### src/rtl/fnd_pkg.sv
`default_nettype none
// +----------------------------------------------------------------------+
// | Package  : fnd_pkg                                                   |
// | Brief    : Shared 7-segment codes and scan FSM state encoding for    |
// |            the fnd_scan_ctrl display driver.                         |
// | Revision : 1.0  initial release                                      |
// +----------------------------------------------------------------------+
package fnd_pkg;

  // Scan FSM states: anodes dark (BLANK) or one digit driven (DRIVE).
  typedef enum logic {
    ST_BLANK = 1'b0,
    ST_DRIVE = 1'b1
  } fndState_t;

  // Segment patterns are {g,f,e,d,c,b,a}, active-low.
  localparam logic [6:0] SEG_DASH = 7'b0111111;
  localparam logic [6:0] SEG_OFF  = 7'h7F;

  localparam logic [6:0] SEG_DIGIT [0:9] = '{
    7'b1000000,  // 0
    7'b1111001,  // 1
    7'b0100100,  // 2
    7'b0110000,  // 3
    7'b0011001,  // 4
    7'b0010010,  // 5
    7'b0000010,  // 6
    7'b1111000,  // 7
    7'b0000000,  // 8
    7'b0010000   // 9
  };

  // BCD digit to segment pattern; out-of-range codes blank the digit.
  function automatic logic [6:0] segOfDigit(input logic [3:0] digit);
    logic [6:0] seg;
    seg = SEG_OFF;
    if (digit <= 4'd9) begin
      seg = SEG_DIGIT[digit];
    end
    return seg;
  endfunction

endpackage : fnd_pkg
`default_nettype wire

### src/rtl/fnd_bin2seg.sv
`default_nettype none
// +----------------------------------------------------------------------+
// | Module   : fnd_bin2seg                                               |
// | Brief    : 7-bit binary field (0..99) to two 7-segment patterns      |
// |            (tens, ones). Values 100..127 show a dash on both digits. |
// | Revision : 1.0  initial release                                      |
// +----------------------------------------------------------------------+
module fnd_bin2seg
  import fnd_pkg::*;
(
  input  logic [6:0] iField,
  output logic [6:0] oTensSeg,
  output logic [6:0] oOnesSeg
);

  logic [3:0] w_tens;
  logic [3:0] w_ones;
  logic [3:0] w_tensX10Lo;
  logic       w_overRange;

  // Divide by 10 as multiply by 205/2048; exact for every 7-bit input.
  assign w_tens = 4'((15'(iField) * 15'd205) >> 11);

  // Remainder fits in 4 bits, so only the low nibble of tens*10 matters.
  assign w_tensX10Lo = {w_tens[0], 3'b000} + {w_tens[2:0], 1'b0};
  assign w_ones      = iField[3:0] - w_tensX10Lo;

  assign w_overRange = (iField > 7'd99);

  // Select digit patterns, forcing dashes when the field exceeds two digits.
  always_comb begin
    oTensSeg = segOfDigit(w_tens);
    oOnesSeg = segOfDigit(w_ones);
    if (w_overRange) begin
      oTensSeg = SEG_DASH;
      oOnesSeg = SEG_DASH;
    end
  end

endmodule : fnd_bin2seg
`default_nettype wire

### src/rtl/fnd_scan_ctrl.sv
`default_nettype none
// +----------------------------------------------------------------------+
// | Module   : fnd_scan_ctrl                                             |
// | Brief    : 4-digit common-anode 7-segment scan controller. Converts  |
// |            {hi,lo} binary fields to BCD, snapshots one frame at a    |
// |            time and multiplexes digits with a blanking gap per slot. |
// | Options  : FND_DP_BLINK_EN - digit-2 decimal point toggles every     |
// |            0.5 s instead of being lit constantly.                    |
// | Revision : 1.0  initial release                                      |
// +----------------------------------------------------------------------+
module fnd_scan_ctrl
  import fnd_pkg::*;
#(
  parameter int CLK_HZ    = 100_000_000,
  parameter int SCAN_HZ   = 1_000,
  parameter int BLANK_CYC = 16
) (
  input  logic        iClk,
  input  logic        iRstn,
  input  logic [13:0] iDispData,
  input  logic [3:0]  iBlinkMask,
  output logic [6:0]  oSeg,
  output logic        oDp,
  output logic [3:0]  oAn
);

  localparam int                 c_DIV        = CLK_HZ / SCAN_HZ;
  localparam int                 c_CNT_W      = $clog2(c_DIV);
  localparam logic [c_CNT_W-1:0] c_SLOT_LAST  = c_CNT_W'(c_DIV - 1);
  localparam logic [c_CNT_W-1:0] c_BLANK_LAST = c_CNT_W'(BLANK_CYC - 1);

  fndState_t          r_state;
  fndState_t          w_stateNext;
  logic [c_CNT_W-1:0] r_slotCnt;
  logic [c_CNT_W-1:0] w_slotCntNext;
  logic [1:0]         r_digitIdx;
  logic [1:0]         w_digitIdxNext;
  logic [3:0]         r_an;
  logic [3:0]         w_anNext;

  logic               r_firstSlot;
  logic [13:0]        r_dataSnap;
  logic [3:0]         r_maskSnap;
  logic               w_slotEnd;
  logic               w_capture;
  logic [13:0]        w_dataNext;
  logic [3:0]         w_maskNext;
  logic               w_dpLit;

  logic [6:0]         w_hiTensSeg;
  logic [6:0]         w_hiOnesSeg;
  logic [6:0]         w_loTensSeg;
  logic [6:0]         w_loOnesSeg;
  logic [6:0]         w_segSel;
  logic [6:0]         r_seg;
  logic               r_dp;

  // A new frame is captured on the first edge after reset and on every
  // edge that enters the digit-0 slot, so a frame never mixes data.
  assign w_slotEnd  = (r_state == ST_DRIVE) && (r_slotCnt == c_SLOT_LAST);
  assign w_capture  = r_firstSlot || (w_slotEnd && (r_digitIdx == 2'd3));
  assign w_dataNext = w_capture ? iDispData  : r_dataSnap;
  assign w_maskNext = w_capture ? iBlinkMask : r_maskSnap;

`ifdef FND_DP_BLINK_EN
  localparam int                c_HALF_SEC = CLK_HZ / 2;
  localparam int                c_DP_W     = $clog2(c_HALF_SEC);
  localparam logic [c_DP_W-1:0] c_DP_LAST  = c_DP_W'(c_HALF_SEC - 1);

  logic [c_DP_W-1:0] r_dpCnt;
  logic              r_dpPhase;
  logic              r_dpLitSnap;

  // Free-running half-second timer; phase 0 means the separator is lit.
  always_ff @(posedge iClk or negedge iRstn) begin
    if (!iRstn) begin
      r_dpCnt   <= '0;
      r_dpPhase <= 1'b0;
    end else if (r_dpCnt == c_DP_LAST) begin
      r_dpCnt   <= '0;
      r_dpPhase <= ~r_dpPhase;
    end else begin
      r_dpCnt   <= r_dpCnt + 1'b1;
    end
  end

  // Blink phase is frozen per frame alongside the display data.
  always_ff @(posedge iClk or negedge iRstn) begin
    if (!iRstn) begin
      r_dpLitSnap <= 1'b1;
    end else if (w_capture) begin
      r_dpLitSnap <= ~r_dpPhase;
    end
  end

  assign w_dpLit = w_capture ? ~r_dpPhase : r_dpLitSnap;
`else
  assign w_dpLit = 1'b1;
`endif

  // Frame snapshot registers for display data and blink mask.
  always_ff @(posedge iClk or negedge iRstn) begin
    if (!iRstn) begin
      r_firstSlot <= 1'b1;
      r_dataSnap  <= 14'd0;
      r_maskSnap  <= 4'd0;
    end else begin
      r_firstSlot <= 1'b0;
      if (w_capture) begin
        r_dataSnap <= iDispData;
        r_maskSnap <= iBlinkMask;
      end
    end
  end

  fnd_bin2seg u_hiConv (
    .iField   (w_dataNext[13:7]),
    .oTensSeg (w_hiTensSeg),
    .oOnesSeg (w_hiOnesSeg)
  );

  fnd_bin2seg u_loConv (
    .iField   (w_dataNext[6:0]),
    .oTensSeg (w_loTensSeg),
    .oOnesSeg (w_loOnesSeg)
  );

  // Pick the pattern for the digit currently being scanned.
  always_comb begin
    w_segSel = SEG_OFF;
    case (r_digitIdx)
      2'd0:    w_segSel = w_loOnesSeg;
      2'd1:    w_segSel = w_loTensSeg;
      2'd2:    w_segSel = w_hiOnesSeg;
      2'd3:    w_segSel = w_hiTensSeg;
      default: w_segSel = SEG_OFF;
    endcase
  end

  // FSM state, slot counter, digit index and anode register.
  always_ff @(posedge iClk or negedge iRstn) begin
    if (!iRstn) begin
      r_state    <= ST_BLANK;
      r_slotCnt  <= '0;
      r_digitIdx <= 2'd0;
      r_an       <= 4'b1111;
    end else begin
      r_state    <= w_stateNext;
      r_slotCnt  <= w_slotCntNext;
      r_digitIdx <= w_digitIdxNext;
      r_an       <= w_anNext;
    end
  end

  // Next-state and anode decode: dark during BLANK, one anode in DRIVE
  // unless the frame's blink mask hides that digit.
  always_comb begin
    w_stateNext    = r_state;
    w_slotCntNext  = r_slotCnt + 1'b1;
    w_digitIdxNext = r_digitIdx;
    w_anNext       = 4'b1111;
    case (r_state)
      ST_BLANK: begin
        if (r_slotCnt == c_BLANK_LAST) begin
          w_stateNext = ST_DRIVE;
          if (!w_maskNext[r_digitIdx]) begin
            w_anNext = ~(4'b0001 << r_digitIdx);
          end
        end
      end
      ST_DRIVE: begin
        if (r_slotCnt == c_SLOT_LAST) begin
          w_stateNext    = ST_BLANK;
          w_slotCntNext  = '0;
          w_digitIdxNext = r_digitIdx + 2'd1;
        end else begin
          w_anNext = r_an;
        end
      end
      default: begin
        w_stateNext   = ST_BLANK;
        w_slotCntNext = '0;
      end
    endcase
  end

  // Segment/DP outputs only change while the anodes are dark, so the
  // pattern is settled before the digit lights.
  always_ff @(posedge iClk or negedge iRstn) begin
    if (!iRstn) begin
      r_seg <= SEG_OFF;
      r_dp  <= 1'b1;
    end else if (r_state == ST_BLANK) begin
      r_seg <= w_segSel;
      r_dp  <= (r_digitIdx == 2'd2) ? ~w_dpLit : 1'b1;
    end
  end

  assign oSeg = r_seg;
  assign oDp  = r_dp;
  assign oAn  = r_an;

endmodule : fnd_scan_ctrl
`default_nettype wire
### config.mk
export PLATFORM = sky130hd
export DESIGN_NAME = fnd_scan_ctrl
export DESIGN_NICKNAME = d
export VERILOG_FILES = /design/src/rtl/fnd_pkg.sv /design/src/rtl/fnd_bin2seg.sv /design/src/rtl/fnd_scan_ctrl.sv
export SDC_FILE = /design/constraint.sdc
export NUM_CORES = 1
export LEC_CHECK = 0
export BUFFER_PORTS_ARGS = -buffer_cell sky130_fd_sc_hd__buf_2
export CAP_MARGIN = 20
export CORE_ASPECT_RATIO = 0.7
export CORE_MARGIN = 1.5
export CORE_UTILIZATION = 55
export CTS_BUF_LIST = sky130_fd_sc_hd__clkbuf_4 sky130_fd_sc_hd__clkbuf_8
export DETAILED_ROUTE_END_ITERATION = 16
export GPL_TIMING_DRIVEN = 0
export PLACE_DENSITY = 0.73
export SLEW_MARGIN = 15
export SYNTH_ARGS = -nofsm -noshare
export SYNTH_HDL_FRONTEND = slang
export SYNTH_HIERARCHICAL = 1
export SYNTH_SLANG_ARGS = --single-unit
### constraint.sdc
create_clock -name iClk -period 20.9 [get_ports iClk]
set_input_delay 4.18 -clock iClk [delete_from_list [all_inputs] [get_ports iClk]]
set_output_delay 4.18 -clock iClk [all_outputs]
set_load 0.02 [all_outputs]
==> impl_metrics.tcl, run 1 <==
set metrics [dict create \
    status "completed" \
    vias 4216 \
    hold_viol 0 \
    cp_data_required_time_ns 21.13 \
    grt_pass1_wl_um 19000 \
    max_freq_ghz 0.0968 \
    grt_usage_pct 22.1 \
    cts-buffers-inserted 5 \
    relSlewSlack_pct 56.8 \
    p_leak_nw 3.08 \
    syn_avg_cell_area_um2 9.59 \
    cts_buffer_depth 2 \
    setup_violations 0 \
    setup_tns_ns 0 \
    synth_warnings 6 \
    dieWidth_um 123 \
    die_area_um2 10700 \
    peakVddDrop_uv 69.6 \
    antenna_found_initial 0 \
    antenna_left 0 \
    antenna_cells 0 \
    cts_resized 0 \
    grt_max_degree 52 \
    netlist_area_um2 5550 \
    grt_pass1_vias 4074 \
    drc 0 \
    core_um2 9760 \
    dr.pass1.iters 6 \
    area_growth_pct 7.32 \
    crit_type "input pin to flip-flop" \
    grt.met3_usage_pct 2.23 \
    final_common_cell "ha_1" \
    rsz0062_at_grt "no" \
    drive_above_1_share_pct 16.2 \
    fin_area_um2 5960 \
    min_path_type "flip-flop to flip-flop" \
    first_iter_violations 403 \
    finalCriticalPeriod_ns 10.33 \
    num_rows 30 \
    drv_slew 0 \
    grtUsageMet1_pct 33.5 \
    postCtsHoldBufs 0 \
    ys_async_sr_fraction_pct 100 \
    final_cell_mix "ha_1 (116), inv_1 (66), nand2_1 (47)" \
    ys_ff_latch 51 \
    design_power_total_mw 0.880 \
    final_cells 746 \
    initial_core_util_pct 56.9 \
    synth_edf_count 0 \
    finClkSkew_ns 0.0134 \
    use_met2_pct 34.9 \
    syn-num-nets 731 \
    ys_types 62 \
    place_inst 738 \
    fin_nets 769 \
    powerDensity_nw_per_um2 148 \
    cts-htree-levels 2 \
    synth_ff_type "dfrtp_1" \
    worst_path_max_delay_cell "fa_1" \
    cts.sinks 51 \
    worst_ep_arrival_time_ns 10.56 \
    cts_tree "done" \
    busiest_layer "met2" \
    placed_area_um2 5870 \
    postCtsSetupRepairBufs 0 \
    cap_violations 0 \
    grt-ovfl-total 0 \
    fin_crit_sh_pct 49.4 \
    hold-worst-slack_ns 0.502 \
    yosysSeqAreaShare_pct 23.3 \
    end_kind "flip-flop" \
    cp_max_fo 6 \
    rrSetupSlack_ns 12.54 \
    port_buffers 31 \
    tightest_slew_ns 0.643 \
    via_per_inst 5.65 \
    cp-start-kind "input pin" \
    die_h_um 87.1 \
    clock_latency_ns 0.30 \
    path_clk_slew_ns 0.08 \
    wirelength_um 11400 \
    synth_cells 579 \
    root_buffer "clkbuf_8" \
    routabilityCongestion 0.930 \
    boundaryPins 32 \
    max_stage_delay_ns 0.50 \
    dpl.hpwl_um 9390 \
    routedWlPerCell_um 15.3 \
]
==> path summary, 6_finish.rpt <==
path | start | to | depth (start not counted)
max | iDispData[11] | oSeg[2] | 27
min | oSeg[4] | oSeg[4] | 2
max reg2reg | r_digitIdx[1] | oSeg[2] | 32
min reg2reg | oSeg[4] | oSeg[4] | 2
max in group asynchronous | iRstn | r_maskSnap[2] | 1
min in group asynchronous | iRstn | r_dataSnap[7] | 1
==> stage by stage <==
stage	setup WS, ns	utilization, %
after global routing	10.18	61.1
final	10.57	61.1
after detailed placement	10.35	60.1
after floorplan	11.18	-
after CTS	10.66	61.0
after global placement	10.50	60.1
==> synthesized netlist by cell type (2+ instances only) <==
master | n | area share (%)
a2111oi_4 | 2 | 0.99
nand3b_1 | 2 | 0.27
or4_1 | 2 | 0.27
mux2i_1 | 7 | 1.3
buf_6 | 3 | 0.61
and2_1 | 2 | 0.23
dfstp_2 | 13 | 6.2
clkbuf_1 | 8 | 0.54
o211a_1 | 6 | 1.1
a21boi_0 | 2 | 0.27
mux2_4 | 4 | 1.1
nor2b_1 | 2 | 0.23
ha_1 | 116 | 26
nand4_1 | 6 | 0.68
nor3_1 | 6 | 0.54
a222oi_1 | 9 | 1.6
a21o_1 | 11 | 1.5
nand3_1 | 21 | 1.9
mux2_2 | 18 | 3.7
buf_2 | 2 | 0.18
o31ai_1 | 4 | 0.54
xor2_1 | 18 | 2.8
a21oi_2 | 5 | 0.79
a31o_2 | 2 | 0.32
o21ai_0 | 21 | 1.9
nand2_1 | 47 | 3.2
xnor2_1 | 17 | 2.7
or2_2 | 2 | 0.23
o21bai_1 | 3 | 0.41
fa_1 | 16 | 5.8
nor4_1 | 2 | 0.23
a21oi_1 | 24 | 2.2
nand2b_1 | 4 | 0.45
nor2_1 | 38 | 2.6
o211ai_1 | 5 | 0.68
dfrtp_1 | 38 | 17
inv_1 | 66 | 4.5
==> routing by layer <==
metal | share of wire, % | vias to the layer above | routed length [um]
met4 | 0.90 | 0 | 102
met1 | 52 | 2021 | 5900
met5 | 0 | - | 0
met3 | 4.3 | 13 | 494
li1 | - | 2081 | -
met2 | 43 | 101 | 4890
==> critical path, delay by kind of cell <==
| family | cells | cell delay, ns |
|---|---|---|
| AOI/OAI and AO/OA | 7 | 1.90 |
| adders and majority gates | 6 | 2.15 |
| buffers and inverters | 6 | 0.60 |
| muxes | 2 | 0.64 |
| and+or+nand+nor | 5 | 0.79 |
| xor gates and xnor gates | 1 | 0.30 |
==> sequential cells by signal, summed over array words and instances (netlist names) <==
register     cells
r_slotCnt       17
r_dataSnap      14
oSeg             7
oAn              4
r_maskSnap       4
r_digitIdx       2
oDp              1
r_firstSlot      1
r_state          1
==> layout make-up <==
cell class | count | area, um2
plain buffers | 14 | 77.6
clock buffers | 6 | 76.3
clock inverters | 2 | 12.5
fillers | 796 | 3800
inverters | 66 | 248
multi-input cells | 448 | 3940
flip-flops and latches | 51 | 1290
well taps | 128 | 160
repair buffers | 31 | 158
==> where the power goes <==
part	switching (mW)	total, mW	internal [mW]
clock	0.0308	0.0556	0.0247
combinational	0.403	0.706	0.304
sequential	0.00500	0.118	0.113
total	0.439	0.880	0.441
==> logic make-up after synthesis <==
kind of cell               after synthesis  share of synthesized area, %
AOI/OAI and AO/OA                      103                          13.8
xor gates and xnor gates                37                          6.24
adders and majority gates              132                          31.9
buffers and inverters                   80                          5.86
DFF                                     51                          23.3
muxes                                   29                          5.99
other                                    1                        0.0675
and+or+nand+nor                        146                          12.8
(Power assumes the default switching activity.)
==> inputs of run 2 (changes only) <==
--- a/config.mk
+++ b/config.mk
@@ -5,6 +5,7 @@
 export SDC_FILE = /design/constraint.sdc
 export NUM_CORES = 1
 export LEC_CHECK = 0
+export ABC_AREA = 1
 export BUFFER_PORTS_ARGS = -buffer_cell sky130_fd_sc_hd__buf_2
 export CAP_MARGIN = 20
 export CORE_ASPECT_RATIO = 0.7
==> constraint.sdc (replaced) <==
create_clock -name iClk -period 9.9 [get_ports iClk]
set_input_delay 1.98 -clock iClk [delete_from_list [all_inputs] [get_ports iClk]]
set_output_delay 1.98 -clock iClk [all_outputs]
set_load 0.02 [all_outputs]
==> impl_metrics.tcl, run 2 <==
set metrics [dict create \
    crit_type "input pin to flip-flop" \
    end_kind "flip-flop" \
    hold_viol 0 \
    drv_slew 0 \
    fin_ws_ns 2.76 \
    fin_nets 993 \
    die_h_um 90.9 \
    finClkSkew_ns 0.00623 \
    synth_most_common_cell "nand2_1" \
    yosysSeqAreaShare_pct 21.3 \
    min_path_type "flip-flop to flip-flop" \
    top_layer "met4" \
    grt_max_degree 31 \
    cp_max_fo 8 \
    tightest_slew_ns 0.687 \
    routedWlPerCell_um 12.8 \
    status "completed" \
    syn-num-nets 954 \
    cts_tree "done" \
    num_rows 31 \
    yosysTopAreaCellShare_pct 23.9 \
    boundaryPins 32 \
    grt_pass1_wl_um 22600 \
    die_area_um2 11700 \
    dpl.hpwl_um 10500 \
    wl_met3_um 475 \
    netSwitchingPower_mw 0.851 \
    p_clk_share_pct 9.6 \
    synth.cells.most_frequent "nand2_1 (206), inv_1 (139), ha_1 (116)" \
    grt-ovfl-total 0 \
    cts-htree-levels 2 \
    initial_core_util_pct 57.6 \
    ys_types 43 \
    port_buffers 31 \
    synth_edf_count 0 \
    cp_num_buf_inv 8 \
    share_comb_of_total_power_pct 75.0 \
    ys_async_sr_fraction_pct 100 \
    cp_data_required_time_ns 10.14 \
    antenna_found_initial 0 \
    final_cell_mix "nand2_1 (206), inv_1 (139), ha_1 (116)" \
    top_register "r_slotCnt" \
    root_buffer "clkbuf_8" \
    cp-start-kind "input pin" \
    first_iter_violations 271 \
    largest_reg_flops 17 \
    cts.sinks 51 \
    postCtsHoldBufs 0 \
    syn_avg_cell_area_um2 7.57 \
    wirelength_um 12600 \
    p_leak_nw 3.73 \
    hold-worst-slack_ns 0.488 \
    synth_warnings 6 \
    powerDensity_nw_per_um2 247 \
    final_common_cell "nand2_1" \
    drive_above_1_share_pct 14.4 \
    cap_violations 0 \
    cp_top_family "adder cells" \
    dr_wl_met2_um 5390 \
    drc 0 \
    relSlewSlack_pct 54.2 \
    clock_latency_ns 0.32 \
    peakVddDrop_uv 133 \
    via_per_inst 5.05 \
    cts-buffers-inserted 5 \
    core_um2 10600 \
    grt_pass1_vias 4905 \
    fin_util_pct 62.1 \
    rsz0062_at_grt "no" \
    synth.area.top_cells "ha_1 (24%), dfrtp_1 (16%), nand2_1 (13%)" \
    path_clk_slew_ns 0.10 \
    fin_area_um2 6550 \
    dr.pass1.iters 5 \
    area_growth_pct 7.81 \
    cts_buffer_depth 2 \
    worst_ep_arrival_time_ns 7.38 \
    p_sw_share_pct 52.6 \
    vias 5003 \
    finalCriticalPeriod_ns 7.14 \
    path_common_cell "inv_1" \
    synth_ff_type "dfrtp_1" \
    yosys.area.top_type "ha_1" \
    setup_violations 0 \
    netlist_area_um2 6070 \
    cts_resized 0 \
    intPower_mw 0.765 \
    grt_usage_pct 23.9 \
    ys_ff_latch 51 \
    worst_path_max_delay_cell "fa_1" \
    max_stage_delay_ns 0.50 \
    postCtsSetupRepairBufs 0 \
    setup_tns_ns 0 \
    dieWidth_um 129 \
    placed_area_um2 6430 \
    seqPwrFrac_pct 15.4 \
    max_freq_ghz 0.140 \
    antenna_left 0 \
    routabilityCongestion 0.908 \
    wl_met1_um 6640 \
    antenna_cells 0 \
    synth_cells 802 \
    preCtsSetupSlack_ns 2.53 \
    fin_crit_sh_pct 72.1 \
]
[run 2: changes by cell type in the layout (fill, tap and decap cells not counted), moves of 13 or more]
cell	delta
mux2_2	-18
inv_1	+73
xnor2_1	-13
nand2_1	+159
nand3_1	+27
o21ai_0	+16
nand2_2	+15
[run 2: worst reg2reg max path, delay by kind of cell, from the launching register on]
| family | cells | cell delay, ns |
|---|---|---|
| adder cells (fa/ha/maj) | 7 | 2.43 |
| flip-flops | 1 | 0.43 |
| AND/OR/NAND/NOR | 16 | 1.91 |
| XOR/XNOR | 1 | 0.36 |
| AO/OA/AOI/OAI | 5 | 0.68 |
| buffers and inverters | 10 | 1.16 |
[run 2: metal layers]
layer | GRT usage, % | vias up
met1 | 34.7 | 2289
met3 | 3.32 | 11
met4 | 5.43 | 0
met5 | 0 | -
li1 | - | 2624
met2 | 37.6 | 79
[run 2: power by group through the flow]
| stage | clock network, mW | registers, mW | logic, mW |
|---|---|---|---|
| floorplan | 0 | 0.272 | 0.920 |
| global placement | 0 | 0.254 | 1.14 |
| detailed placement | 0 | 0.254 | 1.20 |
| CTS | 0.159 | 0.250 | 1.20 |
| global route | 0.168 | 0.253 | 1.39 |
| finish | 0.155 | 0.250 | 1.21 |
[run 2: cell type report]
cell class / instances / area [um2]
multi-input cells: 601 / 4210
repair buffers: 32 / 175
inverters: 142 / 533
clock buffers: 6 / 76.3
fillers: 953 / 4000
plain buffers: 8 / 33.8
clock inverters: 2 / 37.5
well taps: 148 / 185
flip-flops and latches: 51 / 1290
[run 2: logic make-up (layout without fill, tap and decap cells)]
logic type,count (synthesis),in the layout,share of synthesized area (%)
compound gates,83,83,8.26
xor+xnor,14,14,2.82
fa+ha+maj,132,132,29.2
buf+inv,150,190,9.33
flops,51,51,21.3
other cells,1,1,0.0617
simple gates,371,371,29.1
[run 2: worst paths after layout]
path                                from       endpoint  slack (ns)  cells after the start
setup / recovery           iDispData[11]        oSeg[6]        2.76                     31
hold / removal                   oSeg[2]        oSeg[2]        0.49                      2
setup reg to reg            r_slotCnt[0]        oSeg[6]        2.83                     39
hold reg to reg                  oSeg[2]        oSeg[2]        0.49                      2
max in group asynchronous          iRstn        oSeg[4]        7.64                      2
min in group asynchronous          iRstn  r_dataSnap[0]        1.63                      1
[run 2: through the flow]
step | total power, mW | instances
after global routing | 1.81 | 990
final | 1.62 | 990
after CTS | 1.61 | 990
after global placement | 1.39 | 981
after detailed placement | 1.45 | 982
after floorplan | 1.19 | 802
==> inputs of run 3 (changes only) <==
==> constraint.sdc (replaced) <==
create_clock -name iClk -period 7.45 [get_ports iClk]
set_input_delay 1.49 -clock iClk [delete_from_list [all_inputs] [get_ports iClk]]
set_output_delay 1.49 -clock iClk [all_outputs]
set_load 0.02 [all_outputs]
==> impl_metrics.tcl, run 3 (same netlist as run 2, synthesis figures left out) <==
set metrics [dict create \
    status "completed" \
    via_per_inst 5.08 \
    grt_usage_pct 23.9 \
    peakVddDrop_uv 178 \
    grt_pass1_vias 4905 \
    routedWlPerCell_um 12.8 \
    area_growth_pct 8.06 \
    fin_nets 993 \
    regToRegStartpoint "r_slotCnt[0]" \
    wirelength_um 12600 \
    dieWidth_um 129 \
    cts-buffers-inserted 5 \
    die_area_um2 11700 \
    num_rows 31 \
    grt_max_degree 31 \
    tightest_slew_ns 0.686 \
    r2r_cells 39 \
    min_path_cells 2 \
    finalCriticalPeriod_ns 6.94 \
    timing.rr.end "oSeg[6]" \
    antenna_left 0 \
    grt_pass1_wl_um 22600 \
    antenna_found_initial 0 \
    first_iter_violations 274 \
    path_common_cell "inv_1" \
    worst_path_max_delay_cell "fa_1" \
    cp_max_fo 10 \
    dpl.hpwl_um 10500 \
    layout.area.seq_um2 1290 \
    end_kind "flip-flop" \
    core_um2 10600 \
    final_cell_mix "nand2_1 (206), inv_1 (139), ha_1 (116)" \
    setup_violations 0 \
    fin_crit_sh_pct 93.2 \
    root_buffer "clkbuf_8" \
    cap_violations 0 \
    clock_latency_ns 0.32 \
    cts-htree-levels 2 \
    port_buffers 31 \
    max_freq_ghz 0.144 \
    cp-start-kind "flip-flop" \
    crit_type "flip-flop to flip-flop" \
    hold-worst-slack_ns 0.488 \
    drive_above_1_share_pct 14.6 \
    hold_viol 0 \
    multi_input_area_um2 4230 \
    hold_path_end "oSeg[2]" \
    wl_met3_um 472 \
    cp_data_required_time_ns 7.69 \
    largest_reg_flops 17 \
    placed_area_um2 6430 \
    initial_core_util_pct 57.6 \
    cts_tree "done" \
    max_stage_delay_ns 0.50 \
    powerDensity_nw_per_um2 328 \
    holdCritStartpoint "oSeg[2]" \
    worst_ep_arrival_time_ns 7.19 \
    cts_buffer_depth 2 \
    top_register "r_slotCnt" \
    vias 5034 \
    finClkSkew_ns 0.00904 \
    num-fill-cells 952 \
    drv_slew 0 \
    antenna_cells 0 \
    grt-ovfl-total 0 \
    routabilityCongestion 0.908 \
    min_path_type "flip-flop to flip-flop" \
    rrSetupSlack_ns 0.51 \
    dr_wl_met2_um 5430 \
    relSlewSlack_pct 54.3 \
    boundaryPins 32 \
    p_leak_nw 3.73 \
    cts.sinks 51 \
    path_clk_slew_ns 0.10 \
    fin_area_um2 6560 \
    drc 0 \
    rsz0062_at_grt "yes" \
    final_common_cell "nand2_1" \
    top_layer "met4" \
    wl_met1_um 6600 \
    dr.pass1.iters 5 \
    die_h_um 90.9 \
]
## run 3: power breakdown
group	total [mW]	internal (mW)	switching [mW]
combinational	1.62	0.597	1.02
clock	0.205	0.104	0.101
sequential	0.332	0.319	0.0129
## run 3: how the worst max path moves through the flow
stage	slack (ns)	endpoint	cells after the start	start
4_1_cts	0.44	oSeg[6]	39	r_slotCnt[0]
3_3_place_gp	0.66	oSeg[6]	36	r_slotCnt[0]
3_5_place_dp	0.50	oSeg[6]	36	r_slotCnt[0]
6_report	0.51	oSeg[6]	39	r_slotCnt[0]
2_1_floorplan	1.38	oSeg[0]	28	iDispData[11]
5_1_grt	-0.16	oSeg[6]	39	r_slotCnt[0]
## run 3: worst max-delay path, delay by kind of cell, from the launching register on
| family | cells | cell delay [ns] |
|---|---|---|
| xor+xnor | 1 | 0.26 |
| compound gates | 5 | 0.67 |
| simple gates | 16 | 1.94 |
| fa+ha+maj | 7 | 2.41 |
| buf+inv | 10 | 1.13 |
| flops | 1 | 0.43 |
## run 3: repair_timing
item | in CTS | in global routing
hold buffers | 0 | 0
gates resized for setup | 0 | 2
setup buffers | 0 | 0
setup endpoints to repair | 0 | 7
## run 3: per-stage QoR
step / power, mW / worst slack, ns / util [%] / instances / setup TNS (ns)
floorplan: 1.58 / 1.38 / - / 802 / 0
global placement: 1.85 / 0.660 / 60.8 / 981 / 0
detailed placement: 1.93 / 0.501 / 61.0 / 982 / 0
CTS: 2.14 / 0.438 / 62.1 / 990 / 0
global route: 2.41 / -0.160 / 62.2 / 990 / -0.273
finish: 2.16 / 0.506 / 62.2 / 990 / 0
## run 3: layer usage
| layer | up-vias | GRT usage, % |
|---|---|---|
| met5 | - | 0 |
| met4 | 0 | 5.43 |
| met3 | 11 | 3.32 |
| li1 | 2621 | - |
| met2 | 88 | 37.6 |
| met1 | 2314 | 34.7 |
## run 3: final cells by class
type                       count  area share [%]
timing repair buffer          32            2.67
sequential                    51            19.7
clock buffer                   6            1.16
buffer                         8           0.515
multi-input combinational    601            64.4
clock inverter                 2           0.572
tap                          148            2.82
inverter                     142            8.12
